===== src/rtl/alu_pipe.sv =====
// Handshaked ALU stage: single-cycle logic/arith ops, bit-serial logical shifts,
// result and status flags held on a valid/ready output until consumed.
module alu_pipe #(
    parameter int unsigned WIDTH = 32
) (
    input  logic             clk,
    input  logic             rst,
    input  logic             in_valid,
    output logic             in_ready,
    input  logic [WIDTH-1:0] a,
    input  logic [WIDTH-1:0] b,
    input  logic [2:0]       op,
    output logic             out_valid,
    input  logic             out_ready,
    output logic [WIDTH-1:0] y,
    output logic             zero,
    output logic             negative,
    output logic             carry,
    output logic             overflow,
    output logic             busy
);

    localparam int unsigned SHW = $clog2(WIDTH);

    localparam logic [2:0] OP_AND = 3'd0;
    localparam logic [2:0] OP_XOR = 3'd1;
    localparam logic [2:0] OP_ADD = 3'd2;
    localparam logic [2:0] OP_SUB = 3'd3;
    localparam logic [2:0] OP_OR  = 3'd4;
    localparam logic [2:0] OP_SLT = 3'd5;
    localparam logic [2:0] OP_SHL = 3'd6;
    localparam logic [2:0] OP_SHR = 3'd7;

    typedef enum logic [1:0] {
        S_IDLE  = 2'd0,
        S_SHIFT = 2'd1,
        S_DONE  = 2'd2
    } state_e;

    state_e state_q, state_d;

    logic [WIDTH-1:0] y_q, y_d;
    logic             zero_q, zero_d;
    logic             neg_q, neg_d;
    logic             carry_q, carry_d;
    logic             ovf_q, ovf_d;
    logic [SHW-1:0]   cnt_q, cnt_d;
    logic             shl_q, shl_d;

    logic             accept_c;
    logic             is_sub_c;
    logic             is_shift_c;
    logic [SHW-1:0]   shamt_c;
    logic [WIDTH-1:0] b_op_c;
    logic [WIDTH:0]   sum_c;
    logic             ovf_c;
    logic [WIDTH-1:0] res_y_c;
    logic             res_carry_c;
    logic             res_ovf_c;
    logic [WIDTH-1:0] step_y_c;
    logic             step_carry_c;

    assign accept_c   = in_valid && (state_q == S_IDLE);
    assign is_sub_c   = (op == OP_SUB) || (op == OP_SLT);
    assign is_shift_c = (op == OP_SHL) || (op == OP_SHR);
    assign shamt_c    = b[SHW-1:0];

    // Shared adder: subtraction as a + ~b + 1
    assign b_op_c = is_sub_c ? ~b : b;
    assign sum_c  = {1'b0, a} + {1'b0, b_op_c} + (WIDTH+1)'(is_sub_c);
    assign ovf_c  = (a[WIDTH-1] == b_op_c[WIDTH-1]) && (sum_c[WIDTH-1] != a[WIDTH-1]);

    // Result selection at accept; shifts start from a and iterate in SHIFT
    always_comb begin
        res_y_c     = a;
        res_carry_c = 1'b0;
        res_ovf_c   = 1'b0;
        case (op)
            OP_AND: res_y_c = a & b;
            OP_XOR: res_y_c = a ^ b;
            OP_OR:  res_y_c = a | b;
            OP_ADD: begin
                res_y_c     = sum_c[WIDTH-1:0];
                res_carry_c = sum_c[WIDTH];
                res_ovf_c   = ovf_c;
            end
            OP_SUB: begin
                res_y_c     = sum_c[WIDTH-1:0];
                res_carry_c = ~sum_c[WIDTH];
                res_ovf_c   = ovf_c;
            end
            OP_SLT: begin
                res_y_c     = {{(WIDTH-1){1'b0}}, sum_c[WIDTH-1] ^ ovf_c};
                res_carry_c = ~sum_c[WIDTH];
                res_ovf_c   = ovf_c;
            end
            default: res_y_c = a;
        endcase
    end

    // One-bit shift step with zero fill; the bit leaving y becomes carry
    always_comb begin
        if (shl_q) begin
            step_y_c     = {y_q[WIDTH-2:0], 1'b0};
            step_carry_c = y_q[WIDTH-1];
        end else begin
            step_y_c     = {1'b0, y_q[WIDTH-1:1]};
            step_carry_c = y_q[0];
        end
    end

    always_ff @(posedge clk or posedge rst) begin
        if (rst) begin
            state_q <= S_IDLE;
        end else begin
            state_q <= state_d;
        end
    end

    always_comb begin
        state_d = state_q;
        case (state_q)
            S_IDLE: begin
                if (accept_c) begin
                    state_d = (is_shift_c && (shamt_c != '0)) ? S_SHIFT : S_DONE;
                end
            end
            S_SHIFT: begin
                if (cnt_q == SHW'(1)) begin
                    state_d = S_DONE;
                end
            end
            S_DONE: begin
                if (out_ready) begin
                    state_d = S_IDLE;
                end
            end
            default: state_d = S_IDLE;
        endcase
    end

    always_comb begin
        in_ready  = (state_q == S_IDLE);
        out_valid = (state_q == S_DONE);
        busy      = (state_q != S_IDLE);
    end

    // Datapath next-state: load at accept, step while shifting, hold otherwise
    always_comb begin
        y_d     = y_q;
        zero_d  = zero_q;
        neg_d   = neg_q;
        carry_d = carry_q;
        ovf_d   = ovf_q;
        cnt_d   = cnt_q;
        shl_d   = shl_q;
        if (accept_c) begin
            y_d     = res_y_c;
            zero_d  = (res_y_c == '0);
            neg_d   = res_y_c[WIDTH-1];
            carry_d = res_carry_c;
            ovf_d   = res_ovf_c;
            cnt_d   = shamt_c;
            shl_d   = (op == OP_SHL);
        end else if (state_q == S_SHIFT) begin
            y_d     = step_y_c;
            zero_d  = (step_y_c == '0);
            neg_d   = step_y_c[WIDTH-1];
            carry_d = step_carry_c;
            cnt_d   = cnt_q - SHW'(1);
        end
    end

    always_ff @(posedge clk or posedge rst) begin
        if (rst) begin
            y_q     <= '0;
            zero_q  <= 1'b0;
            neg_q   <= 1'b0;
            carry_q <= 1'b0;
            ovf_q   <= 1'b0;
            cnt_q   <= '0;
            shl_q   <= 1'b0;
        end else begin
            y_q     <= y_d;
            zero_q  <= zero_d;
            neg_q   <= neg_d;
            carry_q <= carry_d;
            ovf_q   <= ovf_d;
            cnt_q   <= cnt_d;
            shl_q   <= shl_d;
        end
    end

    assign y        = y_q;
    assign zero     = zero_q;
    assign negative = neg_q;
    assign carry    = carry_q;
    assign overflow = ovf_q;

endmodule


===== config.mk =====
export PLATFORM = sky130hd
export DESIGN_NAME = alu_pipe
export DESIGN_NICKNAME = d
export VERILOG_FILES = /design/src/rtl/alu_pipe.sv
export SDC_FILE = /design/constraint.sdc
export NUM_CORES = 1
export LEC_CHECK = 0
export ABC_AREA = 1
export BUFFER_PORTS_ARGS = -buffer_cell sky130_fd_sc_hd__buf_2
export CAP_MARGIN = 40
export CORE_AREA = 2 2 109 111
export CTS_CLUSTER_SIZE = 28
export DETAILED_ROUTE_END_ITERATION = 10
export DIE_AREA = 0 0 111 113
export GPL_TIMING_DRIVEN = 0
export PLACE_DENSITY = 0.86
export SETUP_SLACK_MARGIN = 0.5
export SLEW_MARGIN = 10
export SYNTH_ARGS = -nofsm -noshare
export SYNTH_HDL_FRONTEND = slang
export SYNTH_SLANG_ARGS = --single-unit

===== constraint.sdc =====
create_clock -name clk -period 4.8 [get_ports clk]
set_input_delay 0.48 -clock clk [delete_from_list [all_inputs] [get_ports clk]]
set_output_delay 0.48 -clock clk [all_outputs]
set_load 0.01 [all_outputs]

-- After elaboration in Yosys (flattened, before gate mapping)
Cells that the tools add are included.
W data, S select, Z words.
- flip-flop bits (word level): 44
- input bits: 71
- output and inout bits: 39
- add/sub/neg operators: 3
- equality and inequality tests: 15
- mux-type cells: 21
- bitwise gates (word level): 6
- reductions and logical operators: 16
- operators by type and width (cell ; number):
    $pmux W32 S5 ; 1
    $mux W32 ; 4
    $logic_not A32 Y1 ; 2
    $add A32 B32 Y33 ; 1
    $add A33 B1 Y33 ; 1
    $and A32 B32 Y32 ; 1
    $not A32 Y32 ; 1
    $or A32 B32 Y32 ; 1
    $xor A32 B32 Y32 ; 1
    $eq A3 B3 Y1 const B ; 4
    $mux W5 ; 2
    $mux W1 ; 8
    $mux W2 ; 4
    $eq A3 B2 Y1 const B ; 2
    $pmux W2 S3 ; 1
    $eq A5 B1 Y1 const B ; 1
    $reduce_bool A5 Y1 ; 1
    $sub A5 B1 Y5 const B ; 1
    $ne A2 B1 Y1 const B ; 2
    $reduce_bool A2 Y1 ; 2
    $reduce_or A2 Y1 ; 2
    $eq A3 B1 Y1 const B ; 1
    $logic_and A1 B1 Y1 ; 3
    $logic_not A3 Y1 ; 1
    other kinds (12) ; 13

-- Longest topological paths before layout
Gate-level depths: netlist of run 1.
- depth in word-level cells: 11
- gate-level depth with buffers: 27
- gate-level depth less buffers: 25

-- Worst setup path before layout of run 1
No wires, ideal clock.
- path kind: input-to-reg
- start: input op[2]
- end: register zero_q (netlist: zero)
- arrival: 3276 ps
- data required time: 4678 ps
- slack: 1401 ps
- cell stages on the path: 25
- buffers on the path: 2
- cells stage by stage: buf_4 inv_2 nand3_2 nand2_1 buf_1 xor2_1 fa_1 nand2_1 nand2_1 nand3_1 nand2_1 nand2_1 nand2_1 nand2_1 nand2_1 nand2_1 inv_1 o21ai_0 nand3_1 nand2_1 nand2_1 nand3_1 nor2_1 nand3_1 a21oi_1
- word-level cells in the longest chain between the ends: 11
- elaborated cells on any way between the ends: 18
- ends and longest elaborated chain (what ; RTL line ; source):
    start, declared ; 12 ; input logic [2:0] op,
    $eq A3 B2 Y1 or $eq A3 B3 Y1 (tied branches) ; 64, 78 ;
    $logic_or A1 B1 Y1 ; 64 ; assign is_sub_c = (op == OP_SUB) || (op == OP_SLT);
    $mux W32 ; 69 ; assign b_op_c = is_sub_c ? ~b : b;
    $add A32 B32 Y33 ; 70 ; assign sum_c = {1'b0, a} + {1'b0, b_op_c} + (WIDTH+1)'(is_sub_c);
    $add A33 B1 Y33 ; 70 ;
    $ne A1 B1 Y1 ; 71 ; assign ovf_c = (a[WIDTH-1] == b_op_c[WIDTH-1]) && (sum_c[WIDTH-1] != a[WIDTH-1]);
    $logic_and A1 B1 Y1 ; 71 ;
    $xor A1 B1 Y1 ; 93 ; res_y_c = {{(WIDTH-1){1'b0}}, sum_c[WIDTH-1] ^ ovf_c};
    $pmux W32 S5 (*) ; 78 ; case (op)
    $logic_not A32 Y1 (*) ; 159 ; zero_d = (res_y_c == '0);
    $mux W1 (*) ; 157 ; if (accept_c) begin
    end signal, assigned ; 185 ; zero_q <= zero_d;
    end, declared ; 43 ; logic zero_q, zero_d;
Mark *: on every way between the ends. The rest lies on a longest branch, timed or not.
A chain may end at the register's enable or synchronous reset.

-- Worst setup path in the final report of run 1
- start: input op[1]
- end: register zero_q (netlist: zero)
The elaborated chain is that of the path after synthesis.

==> results of run 1 <==
registers in the layout, summed over array words and instances, names as in the netlist:
name      flops
y            32
cnt_q         5
overflow      1
shl_q         1
state_q       2
zero          1
carry         1
power breakdown:
group | switching [mW] | internal (mW)
Sequential | 0.175 | 0.544
Combinational | 1.26 | 0.670
Clock | 0.141 | 0.222
Total | 1.57 | 1.44
kinds of logic (layout without fill, tap and decap cells):
| group | after synthesis | in the layout |
|---|---|---|
| flip-flops | 43 | 43 |
| XOR/XNOR | 34 | 34 |
| adder cells (fa/ha/maj) | 99 | 99 |
| AND/OR/NAND/NOR | 536 | 536 |
| buffers and inverters | 213 | 329 |
| multiplexers | 3 | 3 |
| AO/OA/AOI/OAI | 216 | 216 |
final timing paths:
path                                         from                      to  slack [ns]  cells past startpoint
max reg2reg                state_q[0]$_DFFE_PP0P_        zero$_DFFE_PP0P_        2.40                     13
min reg2reg                  overflow$_DFFE_PP0P_    overflow$_DFFE_PP0P_        0.50                      2
min in group clk                        out_ready  state_q[1]$_DFFE_PP0P_        0.45                      4
max                                         op[1]        zero$_DFFE_PP0P_        1.00                     23
max in group asynchronous                     rst        y[5]$_DFFE_PP0P_        4.28                      3
min                                           rst       y[30]$_DFFE_PP0P_        0.08                      2
cells in the mapped netlist (3+ instances only):
cell        n  area share, %
nand3b_1   12            1.3
o221ai_1   25            3.1
a211oi_1   16            1.7
xor2_1     33            4.1
buf_1       7           0.37
inv_1     169            9.0
o21bai_1    3           0.32
nor4_1      3           0.27
buf_4       4           0.43
nor2_1     72            3.8
nand3_2     4           0.57
nand4_1    12            1.1
ha_1       98             17
mux2i_1     3           0.43
nor3_1     10           0.71
a221oi_1    9            1.1
o311ai_0    4           0.50
o211ai_1   10            1.1
inv_2       4           0.21
o21ai_0    82            5.8
clkbuf_1   22            1.2
buf_2       5           0.36
a21oi_1    51            3.6
nand3_1    65            4.6
nand2_1   351             19
o21ai_1     6           0.43
dfrtp_1    43             15
per-layer routing:
layer	global-route usage [%]	part of all wire (%)	vias to the layer above
met4	15.3	3.7	0
met5	0	0	-
met3	5.09	9.6	71
met2	63.0	44	431
met1	51.6	42	3739
li1	-	-	3991
per-stage QoR:
step | power, mW | setup slack (ns) | cells
CTS | 2.96 | 0.655 | 1403
detailed placement | 2.59 | 0.363 | 1395
global placement | 2.56 | 0.406 | 1394
global route | 3.26 | 0.579 | 1403
floorplan | 1.94 | 1.40 | 1144
finish | 3.01 | 1.00 | 1403
cell type report:
class / instances / area (µm²)
sequential: 43 / 1080
inverter: 174 / 653
multi-input combinational: 888 / 5130
clock buffer: 8 / 156
fill: 1086 / 3340
buffer: 39 / 181
timing repair buffer: 108 / 556
tap: 143 / 179
==> flow_summary_export.csv, run 1 <==
group,metric,value,unit
detailed_routing,drcViolationCount,0,
cts,htree_levels,2,
cts,cts_tree,"built",
logic_synthesis,muxShareOfSynthArea,0.427,%
logic_synthesis,synthArstFlopShare,100,%
timing,skew,0.00291,ns
logic_synthesis,synth_compound_area_share,18.8,%
global_routing,antenna_found_initial,0,
finish,layout_common_cells,"nand2_1 (351), inv_1 (168), buf_2 (112)",
cts,postCtsSetupRepairBufs,0,
timing,period_share,79.1,%
logic_synthesis,yosys.area_share.simple,31.7,%
worst_setup_path,slowest_stage,"ha_1",
logic_synthesis,ys_types,43,
worst_setup_path,critPathKind,"input port to flop",
worst_setup_path,crit_arrival,4.01,ns
cts,cts_buffer_depth,2,
logic_synthesis,synth_seq_cells,43,
placement,placed_area,7770,µm²
finish,antenna_cells,0,
global_routing,grt_util_all_layers,38.4,%
timing,finalCriticalPeriod,3.80,ns
worst_setup_path,cp.buffers_inverters,3,
logic_synthesis,synth_cells,1144,
worst_setup_path,worstPathMaxFanout,10,
cts,post_cts_resize_count,0,
logic_synthesis,synth_area,7030,µm²
finish,layout_commonest_cell,"nand2_1",
cts,cts.sinks,43,
logic_synthesis,yosysWarnings,0,
logic_synthesis,synth_top_family_by_area,"simple AND/OR/NAND/NOR gates",
logic_synthesis,synthAdderAreaFrac,17.7,%
cts,clk_pin_slew,0.06,ns
worst_setup_path,required,5.01,ns
cts,postCtsHoldBufs,0,
floorplanning,ios,110,
timing,hold_slack,0.0777,ns
logic_synthesis,syn_area_per_cell,6.15,µm²
worst_setup_path,cp_common_cell,"nand2_1",
timing,rsz0062_at_grt,"no",
logic_synthesis,seq_area_frac_synth,15.3,%
timing,finalSetupViolations,0,
cts,cts_made_buffers,5,
detailed_routing,drtIter0Drc,715,
timing,slew_viol_final,0,
placement,dpl.hpwl,19600,µm
finish,postLayoutCellArea,7930,µm²
global_routing,gr-total-overflow,0,
floorplanning,die_y,113,µm
detailed_routing,drt_first_pass_iters,6,
finish,area_growth,12.8,%
finish,drive_gt1_share,11.3,%
placement,place_congestion,0.997,
power,peakVddDrop,0.408,mV
timing,worst_pin_slew,0.813,ns
detailed_routing,vias_per_cell,5.87,
logic_synthesis,synth_nets,1314,
logic_synthesis,synth_xor_area_share,4.23,%
global_routing,grt_pass1_wl,38700,µm
floorplanning,core,11300,µm²
timing,maxSlewHeadroom,45.8,%
timing,finalHoldViolCount,0,
floorplanning,die-area,12500,µm²
worst_setup_path,cp-end-kind,"flop",
placement,numPortBuffers,107,
cts,root_buffer,"clkbuf_16",
worst_setup_path,cp-start-kind,"input port",
power,p_per_area,379,nW/µm²
logic_synthesis,synth-edff-count,0,
logic_synthesis,synth-main-ff-cell,"dfrtp_1",
detailed_routing,post_drt_wl_per_cell,17.2,µm
run_status,status,"completed",
floorplanning,rows,39,
floorplanning,die_w,111,µm
finish,final_util,70.4,%
flow_run,drv_cap,0,
floorplanning,initial_core_util,62.4,%
detailed_routing,ant_nets,0,
timing,fmax,0.263,GHz
worst_setup_path,worstPathCellList,"buf_4 > inv_2 > nand3_2 > nand2_1 > clkbuf_4 > xor2_1 > ha_1 > nand2_1 > nor2_1 > nand3_1 > nand2_1 > nand2_1 > nand2_1 > nand4_1 > nand2_1 > nand2_1 > nand3_1 > nand2_1 > a21oi_1 > nand3_1 > nor2_1 > nand3_1 > a21oi_1",
cts,clk-insertion-delay-late,0.29,ns
worst_setup_path,critical-path-max-stage-delay,0.38,ns
worst_setup_path,crit_family,"simple AND/OR/NAND/NOR gates",
finish,layout.nets,1429,
global_routing,grt_pass1_vias,7716,
detailed_routing,drt_wl_total,24100,µm
worst_hold_path,hold_path.class,"input port to async pin",
detailed_routing,vias,8232,
timing,finalSetupTns,0,ns
global_routing,grt_max_degree,39,
power,p_leak,4.39,nW
No activity file was read; power rests on OpenSTA's default activity.
==> run 2, diff against run 1 <==
--- a/config.mk
+++ b/config.mk
@@ -5,15 +5,15 @@
 export SDC_FILE = /design/constraint.sdc
 export NUM_CORES = 1
 export LEC_CHECK = 0
-export ABC_AREA = 1
+export ABC_AREA = 0
 export BUFFER_PORTS_ARGS = -buffer_cell sky130_fd_sc_hd__buf_2
 export CAP_MARGIN = 40
-export CORE_AREA = 2 2 109 111
+export CORE_AREA = 2 2 116 118
 export CTS_CLUSTER_SIZE = 28
 export DETAILED_ROUTE_END_ITERATION = 10
-export DIE_AREA = 0 0 111 113
+export DIE_AREA = 0 0 118 120
 export GPL_TIMING_DRIVEN = 0
-export PLACE_DENSITY = 0.86
+export PLACE_DENSITY = 0.78
 export SETUP_SLACK_MARGIN = 0.5
 export SLEW_MARGIN = 10
 export SYNTH_ARGS = -nofsm -noshare
==> constraint.sdc (replaced) <==
create_clock -name clk -period 3.2 [get_ports clk]
set_input_delay 0.32 -clock clk [delete_from_list [all_inputs] [get_ports clk]]
set_output_delay 0.32 -clock clk [all_outputs]
set_load 0.01 [all_outputs]
==> flow_summary_export.csv, run 2 <==
group,metric,value,unit
cts,root_buffer,"clkbuf_16",
detailed_routing,vias_per_cell,6.43,
logic_synthesis,synth_nets,1043,
detailed_routing,vias,7815,
worst_setup_path,cp.buffers_inverters,10,
logic_synthesis,seq_area_frac_synth,15.9,%
logic_synthesis,syn_area_per_cell,7.75,µm²
worst_setup_path,cp_common_cell,"clkbuf_16",
floorplanning,die-area,14200,µm²
logic_synthesis,synth_top_family_by_area,"compound AO/OA/AOI/OAI gates",
global_routing,grt_util_all_layers,33.2,%
timing,slew_viol_final,0,
finish,layout.nets,1208,
placement,dpl.hpwl,18200,µm
timing,worst_pin_slew,0.790,ns
worst_setup_path,required,3.40,ns
global_routing,antenna_found_initial,0,
worst_setup_path,cp-start-kind,"input port",
run_status,status,"finished with violations",
logic_synthesis,yosysTopAreaCell,"ha_1",
worst_setup_path,crit_arrival,4.60,ns
logic_synthesis,synth_area,6770,µm²
global_routing,grt_pass1_vias,7120,
run_status,violations,"setup timing",
power,fin_total_pwr,4.65,mW
worst_setup_path,critical-path-max-stage-delay,0.40,ns
worst_setup_path,crit_family,"compound AO/OA/AOI/OAI gates",
detailed_routing,drt_first_pass_iters,5,
logic_synthesis,synth_cells,873,
timing,fin_ws,-1.19,ns
logic_synthesis,ys_types,70,
finish,fin_cells,1215,
timing,period_share,137,%
finish,area_growth,31.5,%
cts,clk-insertion-delay-late,0.29,ns
timing,fmax,0.228,GHz
cts,clk_pin_slew,0.06,ns
logic_synthesis,synth_xor_area_share,6.86,%
worst_setup_path,cp-end-kind,"flop",
timing,skew,0.00803,ns
floorplanning,rows,42,
finish,drive_gt1_share,26.9,%
detailed_routing,post_drt_wl_per_cell,20.4,µm
finish,num-fill-cells,1065,
timing,finalCriticalPeriod,4.39,ns
power,p_switching,2.22,mW
logic_synthesis,yosysWarnings,0,
logic_synthesis,synth-edff-count,0,
timing,maxSlewHeadroom,47.3,%
global_routing,gr-total-overflow,0,
power,pwr-share-seq,23.7,%
finish,layout_common_cells,"buf_2 (108), ha_1 (96), inv_1 (77)",
power,peakVddDrop,0.265,mV
placement,pre_cts_slack,-1.82,ns
worst_setup_path,worstPathCellList,"buf_6 > clkbuf_16 > clkbuf_16 > clkbuf_16 > clkbuf_16 > clkbuf_16 > nand2_8 > buf_12 > o21ai_4 > fa_2 > a211o_1 > a221o_1 > buf_6 > a211oi_4 > buf_6 > nor3_4 > a311o_1 > xor2_1 > a221oi_2 > buf_4 > nand4_1 > nor3_2 > nand4b_1 > o31ai_2",
floorplanning,ios,110,
detailed_routing,drtIter0Drc,792,
logic_synthesis,synthArstFlopShare,100,%
timing,finalHoldViolCount,0,
cts,cts.sinks,43,
power,p_per_area,523,nW/µm²
finish,postLayoutCellArea,8890,µm²
worst_setup_path,slowest_stage,"a221o_1",
timing,finalSetupViolations,29,
power,switching_share,47.8,%
power,p_int,2.43,mW
finish,layout_commonest_cell,"buf_2",
logic_synthesis,yosys.area.top_type_share,18.1,%
detailed_routing,drt_wl_total,24800,µm
cts,htree_levels,2,
floorplanning,core,13000,µm²
finish,antenna_cells,0,
placement,placed_area,7760,µm²
power,power_frac_comb,63.7,%
placement,dp.cells,1160,
logic_synthesis,synthAdderAreaFrac,18.4,%
worst_setup_path,critPathKind,"input port to flop",
logic_synthesis,ys_top_cells_by_area,"ha_1 (18%), dfrtp_1 (16%), xnor2_1 (6.0%), mux2i_1 (4.9%), a21oi_1 (4.6%)",
timing,rsz0062_at_grt,"yes",
logic_synthesis,synth_common_cells,"ha_1 (98), inv_1 (78), nor2_1 (73)",
power,p_clk_share,12.6,%
logic_synthesis,synth_compound_area_share,28.8,%
detailed_routing,ant_nets,0,
floorplanning,die_y,120,µm
cts,cts_made_buffers,5,
worst_setup_path,worstPathMaxFanout,4,
logic_synthesis,synth-main-ff-cell,"dfrtp_1",
logic_synthesis,yosys.area_share.simple,17.5,%
placement,numPortBuffers,108,
cts,cts_tree,"built",
finish,final_util,68.5,%
global_routing,grt_pass1_wl,37500,µm
cts,cts_buffer_depth,2,
floorplanning,initial_core_util,52.1,%
detailed_routing,drcViolationCount,0,
placement,place_congestion,0.963,
global_routing,grt_max_degree,29,
logic_synthesis,synth_seq_cells,43,
flow_run,drv_cap,0,
logic_synthesis,yosysMostFrequentCell,"ha_1",
floorplanning,die_w,118,µm
logic_synthesis,muxShareOfSynthArea,5.38,%
power,p_leak,4.04,nW
finish,largest_reg_flops,32,
worst_hold_path,hold_path.class,"input port to flop",
[run 2: cells by family (layout without fill, tap and decap cells)]
kind of cell / count (synthesis) / after routing
adder cells (fa/ha/maj): 99 / 99
buffers and inverters: 127 / 293
AO/OA/AOI/OAI: 271 / 271
AND/OR/NAND/NOR: 244 / 244
multiplexers: 36 / 36
XOR/XNOR: 53 / 53
flip-flops: 43 / 43
[run 2: through the flow]
| step | hold WS, ns | TNS (ns) |
|---|---|---|
| floorplan | 0.466 | -10.04 |
| global placement | 0.490 | -31.34 |
| detailed placement | 0.306 | -32.06 |
| CTS | 0.373 | -14.90 |
| global route | 0.388 | -20.37 |
| finish | 0.379 | -17.28 |
[run 2: worst register-to-register path, cell delays in order, from the launching register on]
cell	delay (ns)
dfrtp_1	0.32
clkbuf_1	0.50
buf_1	0.62
mux2i_1	0.39
nand4_1	0.17
or4_1	0.53
nor3_1	0.15
a21oi_1	0.07
o31ai_2	0.08
[run 2: path summary, 6_finish.rpt]
| kind | to | depth (start not counted) | slack, ns | from |
|---|---|---|---|---|
| min in group asynchronous | cnt_q[2]$_DFFE_PP0P_ | 3 | 0.54 | rst |
| hold / removal | state_q[1]$_DFFE_PP0P_ | 3 | 0.38 | out_ready |
| setup / recovery | zero$_DFFE_PP0P_ | 24 | -1.19 | op[0] |
| hold reg to reg | zero$_DFFE_PP0P_ | 2 | 0.51 | zero$_DFFE_PP0P_ |
| setup reg to reg | zero$_DFFE_PP0P_ | 8 | 0.28 | shl_q$_DFFE_PP0P_ |
| max in group asynchronous | shl_q$_DFFE_PP0P_ | 4 | 2.18 | rst |
[run 2: layout make-up]
cell class | instances | area, µm² | area share (%)
buffer | 48 | 333 | 3.74
clock buffer | 5 | 125 | 1.41
clock inverter | 3 | 43.8 | 0.492
inverter | 79 | 297 | 3.33
multi-input combinational | 703 | 5790 | 65.1
sequential | 43 | 1080 | 12.1
tap | 176 | 220 | 2.48
timing repair buffer | 158 | 1010 | 11.4
[run 2: metal layers]
metal / GRT usage [%] / wire length (µm)
met5: 0 / 0
met4: 12.8 / 956
met3: 3.75 / 2170
met2: 56.9 / 11700
met1: 42.9 / 10000
[run 2: repair_timing]
action / 4_1_cts / 5_1_grt
pin swaps: 27 / 37
gates resized for setup: 69 / 49
endpoints found under the setup margin: 35 / 35
hold endpoints to repair: 9 / 0
hold buffers: 1 / 0
setup buffers: 32 / 14
cloned: 0 / 0
[run 2: power by group through the flow]
stage                     registers (mW)  clock network [mW]  logic (mW)
after floorplan                     1.10                   0        1.64
after global placement              1.09                   0        2.45
after detailed placement            1.09                   0        2.49
after CTS                           1.08               0.588        2.73
after global routing                1.13               0.615        3.17
final                               1.10               0.586        2.96
==> run 3, diff against run 2 <==
--- a/config.mk
+++ b/config.mk
@@ -8,12 +8,13 @@
 export ABC_AREA = 0
 export BUFFER_PORTS_ARGS = -buffer_cell sky130_fd_sc_hd__buf_2
 export CAP_MARGIN = 40
-export CORE_AREA = 2 2 116 118
+export CORE_AREA = 2 2 107 109
+export CTS_BUF_LIST = sky130_fd_sc_hd__clkbuf_4
 export CTS_CLUSTER_SIZE = 28
 export DETAILED_ROUTE_END_ITERATION = 10
-export DIE_AREA = 0 0 118 120
+export DIE_AREA = 0 0 109 111
 export GPL_TIMING_DRIVEN = 0
-export PLACE_DENSITY = 0.78
+export PLACE_DENSITY = 0.86
 export SETUP_SLACK_MARGIN = 0.5
 export SLEW_MARGIN = 10
 export SYNTH_ARGS = -nofsm -noshare
==> constraint.sdc (replaced) <==
create_clock -name clk -period 5.1 [get_ports clk]
set_input_delay 0.51 -clock clk [delete_from_list [all_inputs] [get_ports clk]]
set_output_delay 0.51 -clock clk [all_outputs]
set_load 0.01 [all_outputs]
==> flow_summary_export.csv, run 3 (same netlist as run 2, synthesis figures left out) <==
group,metric,value,unit
timing,maxSlewHeadroom,28.3,%
finish,postLayoutCellArea,8050,µm²
worst_setup_path,crit_arrival,4.81,ns
timing,finalHoldViolCount,0,
timing,fmax,0.221,GHz
detailed_routing,vias_per_cell,6.63,
power,fin_total_pwr,2.50,mW
cts,clk_pin_slew,0.12,ns
timing,period_share,88.7,%
timing,worst_pin_slew,1.07,ns
placement,dpl.hpwl,17400,µm
detailed_routing,top_signal_layer_used,"met4",
cts,root_buffer,"clkbuf_4",
global_routing,grt_pass1_wl,35600,µm
worst_setup_path,worstPathMaxFanout,8,
finish,fin_cells,1164,
detailed_routing,wl_met3,2550,µm
floorplanning,core,11100,µm²
cts,cts.sinks,43,
cts,htree_levels,2,
finish,layout_commonest_cell,"buf_2",
detailed_routing,drt_first_pass_iters,6,
worst_setup_path,required,5.39,ns
global_routing,grt_util_all_layers,37.4,%
floorplanning,ios,110,
detailed_routing,ant_nets,0,
cts,cts_made_buffers,5,
detailed_routing,post_drt_wl_per_cell,20.0,µm
detailed_routing,wl_met2,10500,µm
floorplanning,initial_core_util,61.1,%
timing,finalSetupViolations,0,
cts,cts_tree,"built",
floorplanning,die-area,12100,µm²
worst_hold_path,hold_path.class,"input port to flop",
floorplanning,die_w,109,µm
detailed_routing,drt_wl_total,23300,µm
detailed_routing,drtIter0Drc,793,
placement,dp.cells,1126,
power,p_per_area,311,nW/µm²
cts,clk-insertion-delay-late,0.37,ns
finish,final_util,72.7,%
finish,layout_common_cells,"buf_2 (109), ha_1 (98), inv_1 (77)",
finish,area_growth,19.0,%
finish,antenna_cells,0,
global_routing,gr-total-overflow,0,
floorplanning,rows,39,
power,peakVddDrop,0.284,mV
worst_hold_path,hp-start,"out_ready",
finish,largest_reg_flops,32,
placement,numPortBuffers,108,
timing,finalCriticalPeriod,4.52,ns
placement,placed_area,7540,µm²
floorplanning,die_y,111,µm
global_routing,grt_max_degree,39,
timing,slew_viol_final,0,
finish,drive_gt1_share,18.7,%
flow_run,drv_cap,0,
placement,place_congestion,1.01,
worst_setup_path,rr_startpoint,"shl_q$_DFFE_PP0P_",
global_routing,grt_pass1_vias,7071,
worst_setup_path,cp-start-kind,"input port",
worst_setup_path,crit_path_start,"op[2]",
worst_setup_path,cp-end-kind,"flop",
timing,finalSetupTns,0,ns
timing,rsz0062_at_grt,"yes",
detailed_routing,vias,7715,
worst_setup_path,critPathKind,"input port to flop",
finish,layout.nets,1190,
detailed_routing,met1_length,8870,µm
timing,skew,0.0106,ns
detailed_routing,drcViolationCount,0,
cts,cts_buffer_depth,2,
global_routing,antenna_found_initial,0,
power,p_leak,3.75,nW
run_status,status,"completed",
[run 3: where the power goes]
| part | total, mW | leakage (nW) | internal, mW | switching [mW] |
|---|---|---|---|---|
| registers | 0.690 | 0.539 | 0.490 | 0.200 |
| clock network | 0.167 | 0.0263 | 0.0506 | 0.117 |
| logic | 1.65 | 3.18 | 0.693 | 0.952 |
| total | 2.50 | 3.75 | 1.23 | 1.27 |
[run 3: final timing paths]
path / cells past startpoint / slack (ns) / endpoint
worst min register to register: 1 / 0.53 / state_q[0]$_DFFE_PP0P_
worst max register to register: 8 / 2.12 / zero$_DFFE_PP0P_
worst min-delay path: 3 / 0.45 / state_q[1]$_DFFE_PP0P_
max in group asynchronous: 4 / 4.12 / shl_q$_DFFE_PP0P_
min in group asynchronous: 3 / 0.54 / cnt_q[2]$_DFFE_PP0P_
worst max-delay path: 18 / 0.58 / zero$_DFFE_PP0P_
[run 3: metrics by stage]
step	hold slack, ns	worst slack, ns
after global routing	0.454	0.449
after floorplan	0.477	0.519
after global placement	0.499	-0.598
final	0.448	0.576
after CTS	0.439	0.528
after detailed placement	0.405	-0.585
[run 3: layer usage]
metal  track usage, %  up-vias
met4             19.2        0
met5                0        -
li1                 -     3500
met3             4.82      130
met2             61.0      548
met1             47.8     3537
[run 3: cell type report]
| cell class | count | area (µm²) |
|---|---|---|
| timing repair buffer | 140 | 800 |
| clock buffer | 5 | 37.5 |
| inverter | 79 | 297 |
| fill | 903 | 3030 |
| sequential | 43 | 1080 |
| tap | 143 | 179 |
| multi-input combinational | 703 | 5340 |
| clock inverter | 3 | 15.0 |
| buffer | 48 | 313 |
[run 3: critical path, cell delays in order]
cell       delay, ns
buf_2           0.14
xor2_1          0.59
nand2_8         0.14
buf_12          0.18
buf_4           0.16
xnor2_1         0.12
ha_1            0.40
o21a_1          0.16
nor2_1          0.05
a2111oi_2       0.52
o21ai_1         0.20
and3_1          0.20
or4_1           0.52
a21oi_1         0.19
nand4_1         0.13
nor3_2          0.22
nand4b_1        0.12
o31ai_2         0.24
[run 3: repair_timing]
item	CTS	global route
endpoints found under the hold margin	5	0
endpoints found under the setup margin	14	5
hold buffers	1	0
pin swaps	7	19
setup buffers	11	18
gates resized for setup	25	17
